$ cat config.mk
export PLATFORM = sky130hd
export DESIGN_NAME = fifo_uart_tx
export DESIGN_NICKNAME = d
export VERILOG_FILES = /design/src/rtl/fifo_uart_pkg.sv /design/src/rtl/uart_tx_byte.sv /design/src/rtl/fifo_uart_tx.sv
export SDC_FILE = /design/constraint.sdc
export NUM_CORES = 1
export LEC_CHECK = 0
export CAP_MARGIN = 30
export CORE_ASPECT_RATIO = 0.7
export CORE_MARGIN = 4
export CORE_UTILIZATION = 55
export DETAILED_ROUTE_END_ITERATION = 6
export PLACE_DENSITY_LB_ADDON = 0.3
export SETUP_SLACK_MARGIN = 0.15
export SLEW_MARGIN = 20
export SYNTH_ARGS = -nofsm -noshare
export SYNTH_HDL_FRONTEND = slang
export SYNTH_SLANG_ARGS = --single-unit
$ cat constraint.sdc
create_clock -name clk_100MHz_i -period 2.6 [get_ports clk_100MHz_i]
set_clock_uncertainty 0.05 [all_clocks]
set_input_delay 0.65 -clock clk_100MHz_i [delete_from_list [all_inputs] [get_ports clk_100MHz_i]]
set_output_delay 0.65 -clock clk_100MHz_i [all_outputs]
set_load 0.02 [all_outputs]
$ cat src/rtl/fifo_uart_pkg.sv
// Shared constants and state encoding for the FIFO-draining UART transmitter.
// Used by both the drain controller and the byte serialiser.
package fifo_uart_pkg;

   localparam int unsigned FRAME_BITS = 10;
   localparam int unsigned DATA_BITS  = FRAME_BITS - 2;

   function automatic int unsigned calc_baud_div(input int unsigned clk_freq,
                                                 input int unsigned baud);
      return clk_freq / baud;
   endfunction

   typedef enum logic [2:0] {
      StIdle  = 3'd0,
      StCheck = 3'd1,
      StRead  = 3'd2,
      StLatch = 3'd3,
      StStart = 3'd4,
      StData  = 3'd5,
      StStop  = 3'd6,
      StNext  = 3'd7
   } state_e;

endpackage

$ cat src/rtl/uart_tx_byte.sv
// 8N1 byte serialiser: start bit, eight data bits LSB first, one stop bit.
// Owns the baud counter; can chain a new byte straight out of the last stop cycle.
module uart_tx_byte
   import fifo_uart_pkg::*;
#(
   parameter int unsigned BAUD_DIV = 868
) (
   input  logic       clk,
   input  logic       rst_n,
   input  logic       start,
   input  logic [7:0] data,
   output logic       tx,
   output logic       busy,
   output logic       done
);

   localparam int unsigned      CNT_W    = $clog2(BAUD_DIV);
   localparam logic [CNT_W-1:0] CNT_LAST = CNT_W'(BAUD_DIV - 1);
   localparam logic [2:0]       BIT_LAST = 3'(DATA_BITS - 1);

   state_e           state;
   logic [CNT_W-1:0] baud_cnt;
   logic [2:0]       bit_idx;
   logic [7:0]       shift;
   logic             bit_end;

   assign bit_end = (baud_cnt == CNT_LAST);
   assign busy    = (state != StIdle);
   // High during the final cycle of the stop bit.
   assign done    = (state == StStop) && bit_end;

   always_ff @(posedge clk or negedge rst_n) begin
      if (!rst_n) begin
         state    <= StIdle;
         baud_cnt <= '0;
         bit_idx  <= '0;
         shift    <= '0;
         tx       <= 1'b1;
      end else begin
         baud_cnt <= (state == StIdle || bit_end) ? '0 : baud_cnt + CNT_W'(1);
         unique case (state)
            StStart: begin
               if (bit_end) begin
                  state   <= StData;
                  tx      <= shift[0];
                  bit_idx <= '0;
               end
            end
            StData: begin
               if (bit_end) begin
                  if (bit_idx == BIT_LAST) begin
                     state <= StStop;
                     tx    <= 1'b1;
                  end else begin
                     bit_idx <= bit_idx + 3'd1;
                     shift   <= shift >> 1;
                     tx      <= shift[1];
                  end
               end
            end
            StStop: begin
               if (bit_end) state <= StIdle;
            end
            default: ;
         endcase
         // Accepting in the last stop cycle gives back-to-back frames with no idle gap.
         if (start && (state == StIdle || done)) begin
            state    <= StStart;
            tx       <= 1'b0;
            shift    <= data;
            baud_cnt <= '0;
         end
      end
   end

endmodule

$ cat src/rtl/fifo_uart_tx.sv
// Drains the filter output FIFO on a send_i rising edge and sends each 16-bit
// word as two 8N1 UART bytes, high byte first; pulses done_o when the FIFO is empty.
module fifo_uart_tx
   import fifo_uart_pkg::*;
#(
   parameter int unsigned CLK_FREQ = 100_000_000,
   parameter int unsigned BAUD     = 115_200,
   parameter int unsigned DATA_W   = 16
) (
   input  logic              clk_100MHz_i,
   input  logic              rst_n_i,
   input  logic              send_i,
   input  logic              empty_i,
   input  logic [DATA_W-1:0] dato_i,
   output logic              rd_o,
   output logic              tx_o,
   output logic              busy_o,
   output logic              done_o
);

   localparam int unsigned BAUD_DIV = calc_baud_div(CLK_FREQ, BAUD);

   state_e     state;
   logic       send_q;
   logic       start;
   logic       byte_sel;
   logic [7:0] lo_byte;
   logic       byte_start;
   logic       byte_busy;
   logic       byte_done;
   logic [7:0] byte_data;

   assign start = send_i & ~send_q;

   // High byte launches from dato_i while it is still valid in LATCH; the low byte
   // chains off the high byte's last stop cycle. StStart here means "byte in flight".
   assign byte_start = (state == StLatch && !byte_busy) ||
                       (state == StStart && byte_done && !byte_sel);
   assign byte_data  = (state == StLatch) ? dato_i[DATA_W-1 -: 8] : lo_byte;

   always_ff @(posedge clk_100MHz_i or negedge rst_n_i) begin
      if (!rst_n_i) begin
         state    <= StIdle;
         send_q   <= 1'b0;
         byte_sel <= 1'b0;
         lo_byte  <= '0;
         rd_o     <= 1'b0;
         busy_o   <= 1'b0;
         done_o   <= 1'b0;
      end else begin
         send_q <= send_i;
         rd_o   <= 1'b0;
         done_o <= 1'b0;
         unique case (state)
            StIdle: begin
               if (start) begin
                  state  <= StCheck;
                  busy_o <= 1'b1;
               end
            end
            StCheck: begin
               if (empty_i) begin
                  state  <= StIdle;
                  busy_o <= 1'b0;
                  done_o <= 1'b1;
               end else begin
                  state <= StRead;
                  rd_o  <= 1'b1;
               end
            end
            StRead:  state <= StLatch;
            StLatch: begin
               lo_byte  <= dato_i[7:0];
               byte_sel <= 1'b0;
               state    <= StStart;
            end
            StStart: begin
               if (byte_done) begin
                  if (!byte_sel) byte_sel <= 1'b1;
                  else           state    <= StNext;
               end
            end
            StNext:  state <= StCheck;
            default: state <= StIdle;
         endcase
      end
   end

   uart_tx_byte #(
      .BAUD_DIV (BAUD_DIV)
   ) u_tx_byte (
      .clk   (clk_100MHz_i),
      .rst_n (rst_n_i),
      .start (byte_start),
      .data  (byte_data),
      .tx    (tx_o),
      .busy  (byte_busy),
      .done  (byte_done)
   );

endmodule

==> impl_metrics.json <==
{
  "fp.dieH_um": 58.02,
  "p_leak_uw": 0.001054,
  "tns_ps": 0,
  "syn_inst": 186,
  "place_area_um2": 2222,
  "path_clk_slew_ps": 80,
  "antenna_left": 0,
  "grt_max_degree": 42,
  "crit_type": "reg2reg",
  "yosysMostFrequentCell": "dfrtp_1",
  "place_congestion": 0.8310,
  "synth_area_per_cell_um2": 10.57,
  "total_power_uw": 1239,
  "synth_area_leaders": "dfrtp_1 51%, mux2_2 8.6%, mux2i_1 4.6%",
  "coreArea_um2": 3297,
  "finalNetCount": 234,
  "routedWlPerCell_um": 14.00,
  "cts_root_buf": "clkbuf_8",
  "cts.sinks": 41,
  "period_needed_ps": 2311,
  "finalSetupViolations": 0,
  "status": "completed",
  "vias": 1411,
  "cp-start-kind": "register",
  "use_met2_pct": 29.01,
  "antennaDiodeCount": 0,
  "crit_fanout": 18,
  "yosysWarningCount": 0,
  "htreeDepth": 2,
  "via_per_inst": 5.448,
  "track_usage_pct": 18.24,
  "rows": 17,
  "fin_crit_sh_pct": 88.87,
  "synth-async-reset-ratio_pct": 100.0,
  "cts_tree": "done",
  "synth-main-ff-cell": "dfrtp_1",
  "slew-limit-headroom_pct": 60.77,
  "syn-cell-area_um2": 1966,
  "top_usage_layer": "met2",
  "drive_gt1_share_pct": 14.62,
  "fmaxAchievable_mhz": 432.8,
  "use_met1_pct": 24.42,
  "required_ps": 2690,
  "ys_seq_elements": 41,
  "slew_violations": 0,
  "grt_pass1_vias": 1458,
  "syn_to_final_growth_pct": 20.56,
  "ir_worst_vdd_mv": 0.4119,
  "synth_area_leader_cell": "dfrtp_1",
  "die_w_um": 79.46,
  "hp-class": "in2async",
  "totalWireLength_mm": 3.625,
  "cts_max_path_buffers": 2,
  "overflow": 0,
  "hold_viol": 0,
  "p_per_area_nw_per_um2": 522.6,
  "first_pass_iters": 4,
  "drt_iter0_markers": 48,
  "grt_pass1_wl_mm": 6.555,
  "dpl.hpwl_mm": 2.673,
  "synth_edf_count": 0,
  "crit_arrival_ps": 2400,
  "drcViolationCount": 0,
  "final_area_um2": 2370,
  "synth_fp_nets": 209,
  "start_util_pct": 59.62,
  "numPortBuffers": 23,
  "numCtsBuffers": 5,
  "ys_top_cells_by_count": "40 x dfrtp_1, 20 x nor2_1, 15 x mux2_2, 15 x nand2_1",
  "top_level_ports": 24,
  "worst_slew_pin_slew_ps": 588.4,
  "die_area_um2": 4610,
  "grt_setup_unrepaired": "yes",
  "critPathCaptureType": "register",
  "yosysSeqAreaShare_pct": 52.26,
  "antenna_found_initial": 0,
  "grt_util_met3_pct": 4.969,
  "synth_top_area_share_pct": 50.92,
  "synthDistinctLibCells": 40,
  "max-cap-violations": 0,
  "clk_latency_ps": 290
}
==> cell type report <==
type / instances / area, µm²
repair buffers: 28 / 272.8
multi-input cells: 129 / 872.1
flip-flops and latches: 41 / 1027
clock buffers: 7 / 86.33
well taps: 47 / 58.81
clock inverters: 1 / 30.03
fillers: 253 / 927.1
inverters: 6 / 22.52
==> power by group <==
part	switching [µW]	leakage [µW]	total, µW	internal [µW]
Combinational	24.2	0.000486	65.0	40.7
Clock	203	0.0000585	516	313
Sequential	6.43	0.000510	657	651
==> cell families (layout without fill, tap and decap cells) <==
family                     after synthesis  after routing  synth area share [%]
AOI/OAI and AO/OA                       26             26                 8.212
muxes                                   24             24                 13.18
and+or+nand+nor                         69             69                 17.38
xor gates and xnor gates                 7              7                 3.119
buffers and inverters                   16             42                 3.946
adders and majority gates                3              3                 1.910
DFF                                     41             41                 52.26
==> metal layers <==
| layer | share of wire (%) | vias up |
|---|---|---|
| met4 | 0.86 | 0 |
| met1 | 50 | 692 |
| met3 | 3.6 | 5 |
| met2 | 46 | 21 |
| met5 | 0 | - |
| li1 | - | 693 |
==> final timing paths <==
kind	endpoint	slack [ps]	cells past startpoint	startpoint
worst max-delay path	u_tx_byte.shift[1]	290	5	u_tx_byte.baud_cnt[3]
worst min-delay path	busy_o	200	1	rst_n_i
worst max register to register	u_tx_byte.shift[1]	290	5	u_tx_byte.baud_cnt[3]
worst min register to register	u_tx_byte.tx	450	2	u_tx_byte.tx
max in group asynchronous	u_tx_byte.tx	1780	2	rst_n_i
min in group clk_100MHz_i	u_tx_byte.tx	450	2	u_tx_byte.tx
==> sequential cells by signal, summed over array words and instances (netlist names) <==
name,cells
busy_o,1
rd_o,1
byte_sel,1
u_tx_byte.tx,1
state,3
lo_byte,8
u_tx_byte.shift,8
u_tx_byte.baud_cnt,10
u_tx_byte.bit_idx,3
u_tx_byte.state,3
done_o,1
send_q,1
==> critical path: stages, from the launching register on <==
cell,delay (ps)
dfrtp_1,420
or2_1,270
or4_1,630
o31a_1,520
nand3_1,160
o221ai_1,120
==> placed cells by master (no fill, tap or decap), types with 2 or more instances in the layout <==
cell	n
nand2_1	15
nand3b_1	3
mux2i_1	9
nand2b_1	3
nor2_1	20
inv_1	6
mux2_2	15
xor2_1	2
and3_1	3
ha_1	3
o21a_1	2
buf_4	3
dfrtp_1	40
nand4_1	2
xnor2_1	5
o311ai_0	2
nand3_1	10
clkbuf_8	6
nor2b_1	3
buf_2	2
clkdlybuf4s50_1	22
or4_1	2
nor3_1	2
a21oi_1	10
o21ai_0	4
==> what timing repair did <==
action | CTS | global route
resized for setup | 0 | 2
buffers inserted | 0 | 0
hold buffers | 0 | 0
endpoints found under the setup margin | 0 | 8
==> per-stage QoR <==
| step | hold slack (ps) | std cells | utilization, % | setup WS [ps] |
|---|---|---|---|---|
| after floorplan | 304.4 | 186 | - | 480.4 |
| after global placement | 419.5 | 249 | 67.25 | 323.8 |
| after detailed placement | 436.4 | 250 | 67.40 | 216.5 |
| after CTS | 446.3 | 258 | 70.93 | 208.3 |
| after global routing | 218.9 | 259 | 71.88 | 136.4 |
| final | 204.7 | 259 | 71.88 | 289.4 |
No activity file was read; power rests on OpenSTA's default activity.
==> RTL edit 1 (same settings) <==
Register the output `tx_o`; this adds one clock of latency there. The other outputs are not delayed to match.
--- a/src/rtl/fifo_uart_tx.sv
+++ b/src/rtl/fifo_uart_tx.sv
@@ -19,6 +19,8 @@
 );
 
    localparam int unsigned BAUD_DIV = calc_baud_div(CLK_FREQ, BAUD);
+
+   logic tx_d;
 
    state_e     state;
    logic       send_q;
@@ -93,10 +95,14 @@
       .rst_n (rst_n_i),
       .start (byte_start),
       .data  (byte_data),
-      .tx    (tx_o),
+      .tx    (tx_d),
       .busy  (byte_busy),
       .done  (byte_done)
    );
 
+   always_ff @(posedge clk_100MHz_i) begin
+      tx_o <= tx_d;
+   end
+
 endmodule
 
Function: changed (Yosys sat finds a counterexample within 10 cycles, from zero or initial values and one cycle with rst_n_i low).
==> RTL edit 1 against the unedited design <==
Wire length up 1.9%. Maximum frequency is 5.9% higher. Sequential cell count grew 1. Setup slack better by 0.13 ns. Cell area down 3.0%. Total power shrank 8.8%. Via count is 0.99% higher. Area after synthesis shrank 1.7%. Critical path type unchanged. Largest cell class unchanged. Largest power group unchanged.
==> RTL edit 1: results (changes against the unedited design) <==
PEAKVDDDROP_mV=0.331  # -20%
YS_ASYNC_SR_FRACTION_PCT=97.6  # -2.4 points
GRT_USE_TOTAL_PCT=18.5  # +0.26 points
ANTENNA_FOUND_INITIAL=0  # unchanged
YOSYSWARNINGCOUNT=0  # unchanged
PATH_DELAY_FAMILY='simple AND/OR/NAND/NOR gates'
HOLD_PATH.CLASS='in -> async'
YOSYSUNIQUECELLTYPES=39  # -2.5%
P_INT_mW=0.889  # -11%
NETS=238  # +1.7%
DP.CELLS=254  # +1.6%
POST_DP_CELL_AREA_MM2=0.00220  # -1.2%
VIAS_IN_THE_FIRST_GLOBAL_ROUTE=1466  # +0.55%
WORST_PATH_LARGEST_CELL_DELAY_NS=0.39  # -0.24 ns
INSERTION_DELAY_NS=0.29  # about the same
SYNTH_TOP_CELLS_BY_COUNT='sky130_fd_sc_hd__dfrtp_1 (40), sky130_fd_sc_hd__nand2_1 (24), sky130_fd_sc_hd__nor2_1 (17), sky130_fd_sc_hd__a21oi_1 (11)'
CP_MAX_FO=9  # -9
CRIT_PATH_TOP_DELAY_CELL='sky130_fd_sc_hd__dfrtp_1'
STARTPOINT='u_tx_byte.baud_cnt[0]$_DFF_PN0_'
PLACE.GP.CONGESTION=0.742  # -11%
SYNTH_SEQ_AREA_SHARE_PCT=54.2  # +2.0 points
FINALHOLDVIOLCOUNT=0  # unchanged
SYNTH-EDFF-COUNT=0  # unchanged
OUTCOME='complete, no violations'
REG2REGPATHDEPTH=7  # +2
DRIVE_ABOVE_1_SHARE_PCT=7.87  # -6.8 points
SYNTH_TOP_CELLS_BY_AREA='sky130_fd_sc_hd__dfrtp_1 (52%), sky130_fd_sc_hd__nand2_1 (4.7%), sky130_fd_sc_hd__mux2i_1 (3.6%)'
DETAILEDPLACEMENTHPWL_MM=2.80  # +4.9%
CLOCK.FMAX_GHz=0.459  # +5.9%
SYN-NUM-NETS=213  # +1.9%
DR_VIAS_CELL=5.42  # -0.54%
TIMING.REG2REG.SETUP_SLACK_NS=0.42  # +0.13 ns
SYN_AREA_PER_CELL_UM2=10.2  # -3.8%
GRT_PASS1_WL_MM=6.44  # -1.7%
TIGHTEST_SLEW_NS=0.336  # -0.253 ns
DP_WORST_SETUP_SLACK_NS=0.441  # +0.225 ns
DETAIL_ROUTE.ITER0.VIOLATIONS=154  # +220%
FINALNONFILLERCELLS=263  # +1.5%
WL_PER_CELL_UM=14.0  # +0.38%
POWER_LEAKAGE_nW=1.03  # -2.5%
YS_DOMINANT_REG_CELL='sky130_fd_sc_hd__dfrtp_1'
WORSTPATHARRIVAL_NS=2.31  # -0.09 ns
SYNTHESIS_TO_FINISH_AREA_GROWTH_PCT=19.0
[RTL edit 1: layer usage]
layer	global-route usage [%]	part of all wire (%)	vias to the layer above
met5	0	0	-
met4	7.84	1.2	0
met3	4.89	3.0	5
met2	29.0	47	20
met1	24.5	48	689
li1	-	-	711
[RTL edit 1: power groups by stage]
stage	clock network, mW	logic, mW	registers [mW]
6_report	0.394	0.0637	0.672
5_1_grt	0.438	0.0713	0.673
4_1_cts	0.403	0.0613	0.672
3_5_place_dp	0	0.0612	0.684
3_3_place_gp	0	0.0594	0.684
2_1_floorplan	0	0.0164	0.683
[RTL edit 1: cell type report]
cell class	count	area, µm²
tap	47	58.8
clock buffer	6	72.6
sequential	42	1050
timing repair buffer	27	268
inverter	4	15.0
fill	267	956
multi-input combinational	135	827
clock inverter	2	10.0
[RTL edit 1: cells by family (layout without fill, tap and decap cells)]
group,count (synthesis),in the layout,share of synthesized area [%]
buffers and inverters,13,39,2.98
multiplexers,7,7,3.63
AO/OA/AOI/OAI,40,40,13.3
adder cells (fa/ha/maj),3,3,1.94
flip-flops,42,42,54.2
AND/OR/NAND/NOR,77,77,20.3
XOR/XNOR,8,8,3.63
[RTL edit 1: worst min path at each step]
stage                     depth (start not counted)                startpoint                   end  slack (ns)
after floorplan                                   0                   rst_n_i    busy_o$_DFFE_PN0P_        0.30
after global placement                            0  u_tx_byte.tx$_DFFE_PN1P_          tx_o$_DFF_P_        0.35
after detailed placement                          0  u_tx_byte.tx$_DFFE_PN1P_          tx_o$_DFF_P_        0.35
after CTS                                         0  u_tx_byte.tx$_DFFE_PN1P_          tx_o$_DFF_P_        0.36
after global routing                              1                   rst_n_i  state[1]$_DFFE_PN0P_        0.18
final                                             1                   rst_n_i  state[1]$_DFFE_PN0P_        0.17
==> RTL edit 2 (config.mk and constraints unchanged) <==
Without the edit above. Change the parameter `BAUD` from 115_200 to 28_800.
--- a/src/rtl/fifo_uart_tx.sv
+++ b/src/rtl/fifo_uart_tx.sv
@@ -4,7 +4,7 @@
    import fifo_uart_pkg::*;
 #(
    parameter int unsigned CLK_FREQ = 100_000_000,
-   parameter int unsigned BAUD     = 115_200,
+   parameter int unsigned BAUD     = 28_800,
    parameter int unsigned DATA_W   = 16
 ) (
    input  logic              clk_100MHz_i,
Formal check against the unedited RTL: same outputs for any inputs over 10 cycles, from zero or initial values and one cycle with rst_n_i low; that may be too few to reach the edited logic, so the function may still have changed.
==> RTL edit 2 against the unedited design <==
Area after synthesis rose by 9.6%. Wire length rose by 17%. Worst hold slack improved by 0.050 ns. Sequential cell count rose by 2. Synthesized cell count rose by 7.5%. Total power fell by 2.5%. Cell area rose by 5.9%. Setup slack got worse by 0.025 ns. Combinational power fell by 1%. Critical endpoint is now u_tx_byte.shift[2]$_DFFE_PN0P_.
==> RTL edit 2: results (changes against the unedited design) <==
DRT-TOTAL-WL_MM=4.24  # +17%
PLACE.GP.CONGESTION=0.784  # -5.7%
CRITICAL_PATH.REG2REG.ENDPOINT='u_tx_byte.shift[2]$_DFFE_PN0P_'
POST_DP_CELL_AREA_MM2=0.00241  # +8.4%
GRT_START_MAX_NET_PINS=25  # -40%
CP_MAX_FO=7  # -11
DETAILEDPLACEMENTHPWL_MM=3.07  # +15%
DP_WORST_SETUP_SLACK_NS=0.403  # +0.187 ns
OUTCOME='complete, no violations'
SYNTHMUXAREASHARE_PCT=13.9  # +0.70 points
DRIVE_ABOVE_1_SHARE_PCT=12.5  # -2.1 points
YOSYSUNIQUECELLTYPES=41  # +2.5%
SYN_AREA_PER_CELL_UM2=10.8  # +1.9%
P_INT_mW=0.962  # -4.2%
SYNTH_TOP_FAMILY_BY_AREA='simple AND/OR/NAND/NOR gates'
GRT_PASS1_WL_MM=7.17  # +9.4%
PEAKVDDDROP_mV=0.318  # -23%
CTS_POST_SETUP_BUFFERS_INSERTED=0  # unchanged
STARTPOINT='u_tx_byte.bit_idx[0]$_DFFE_PN0P_'
SYNTH_TOP_CELLS_BY_COUNT='sky130_fd_sc_hd__dfrtp_1 (42), sky130_fd_sc_hd__mux2i_1 (22), sky130_fd_sc_hd__nand2_1 (18), sky130_fd_sc_hd__nor2_1 (18), sky130_fd_sc_hd__nand3_1 (9)'
DETAIL_ROUTE.ITER0.VIOLATIONS=103  # +110%
AREA_FRACTION_IN_COMPOUND_GATES_AFTER_SYNTHESIS_PCT=6.79  # -1.4 points
POWER_LEAKAGE_nW=1.22  # +16%
FILLERS=280  # +11%
DP.CELLS=266  # +6.4%
NETS=246  # +5.1%
FIRST_PASS_ITERS=4  # unchanged
POWER-PER-CELL-AREA_mW_PER_MM2=481  # -7.9%
LARGEST_REGISTERS_RANKED_BY_FLIP_FLOP_COUNT='u_tx_byte.baud_cnt: 12 flops, lo_byte: 8 flops, u_tx_byte.shift: 8 flops'
POST_CTS_RESIZED=0  # unchanged
SYN-NUM-NETS=223  # +6.7%
HOLD_WS_NS=0.255  # +0.0501 ns
SYNTH_TOP_CELLS_BY_AREA='sky130_fd_sc_hd__dfrtp_1 (49%), sky130_fd_sc_hd__mux2i_1 (10%), sky130_fd_sc_hd__mux2_2 (3.7%)'
WORSTPATHARRIVAL_NS=2.42  # +0.02 ns
SLEW_HEADROOM_PCT=54.9  # -5.8 points
GRT_USE_TOTAL_PCT=18.0  # -0.26 points
P_CLK_SHARE_PCT=37.6  # -4.1 points
YOSYS.AREA_SHARE.XOR_XNOR_PCT=3.66  # +0.54 points
WL_PER_CELL_UM=15.5  # +11%
REG2REGPATHDEPTH=6  # +1
SYNTH_SEQ_AREA_SHARE_PCT=50.0  # -2.3 points
==> RTL edit 2: worst max path at each step <==
stage | end | slack, ns
2_1_floorplan | u_tx_byte.shift[1]$_DFFE_PN0P_ | 0.56
3_3_place_gp | u_tx_byte.shift[1]$_DFFE_PN0P_ | 0.56
3_5_place_dp | u_tx_byte.shift[2]$_DFFE_PN0P_ | 0.40
4_1_cts | u_tx_byte.shift[2]$_DFFE_PN0P_ | 0.26
5_1_grt | u_tx_byte.shift[6]$_DFFE_PN0P_ | 0.19
6_report | u_tx_byte.shift[2]$_DFFE_PN0P_ | 0.26
==> RTL edit 2: cell families (layout without fill, tap and decap cells) <==
family / after synthesis / in the layout
AND/OR/NAND/NOR: 74 / 74
flip-flops: 43 / 43
multiplexers: 29 / 29
AO/OA/AOI/OAI: 23 / 23
buffers and inverters: 19 / 43
XOR/XNOR: 9 / 9
adder cells (fa/ha/maj): 3 / 3
==> RTL edit 2: layout make-up <==
type,instances,area (µm²),area share [%]
repair buffers,27,255,10.2
well taps,50,62.6,2.49
clock buffers,8,100,3.99
flip-flops and latches,43,1080,42.9
multi-input cells,138,985,39.2
inverters,8,30.0,1.20
==> RTL edit 2: per-layer routing <==
metal  global-route usage [%]  up-vias  share of wire, %
met5                        0        -                 0
met4                     6.06        0               1.0
met3                     4.75        6               5.1
met2                     30.1       45                51
met1                     23.4      775                43
li1                         -      752                 -
==> RTL edit 2: worst max-delay path, stage by stage, from the launching register on <==
cell and delay, ns:
sky130_fd_sc_hd__dfrtp_1 0.42, sky130_fd_sc_hd__ha_1 0.21, sky130_fd_sc_hd__ha_1 0.21, sky130_fd_sc_hd__nor4bb_1 0.52, sky130_fd_sc_hd__nand4_2 0.37, sky130_fd_sc_hd__mux2i_1 0.29, sky130_fd_sc_hd__mux2i_1 0.11
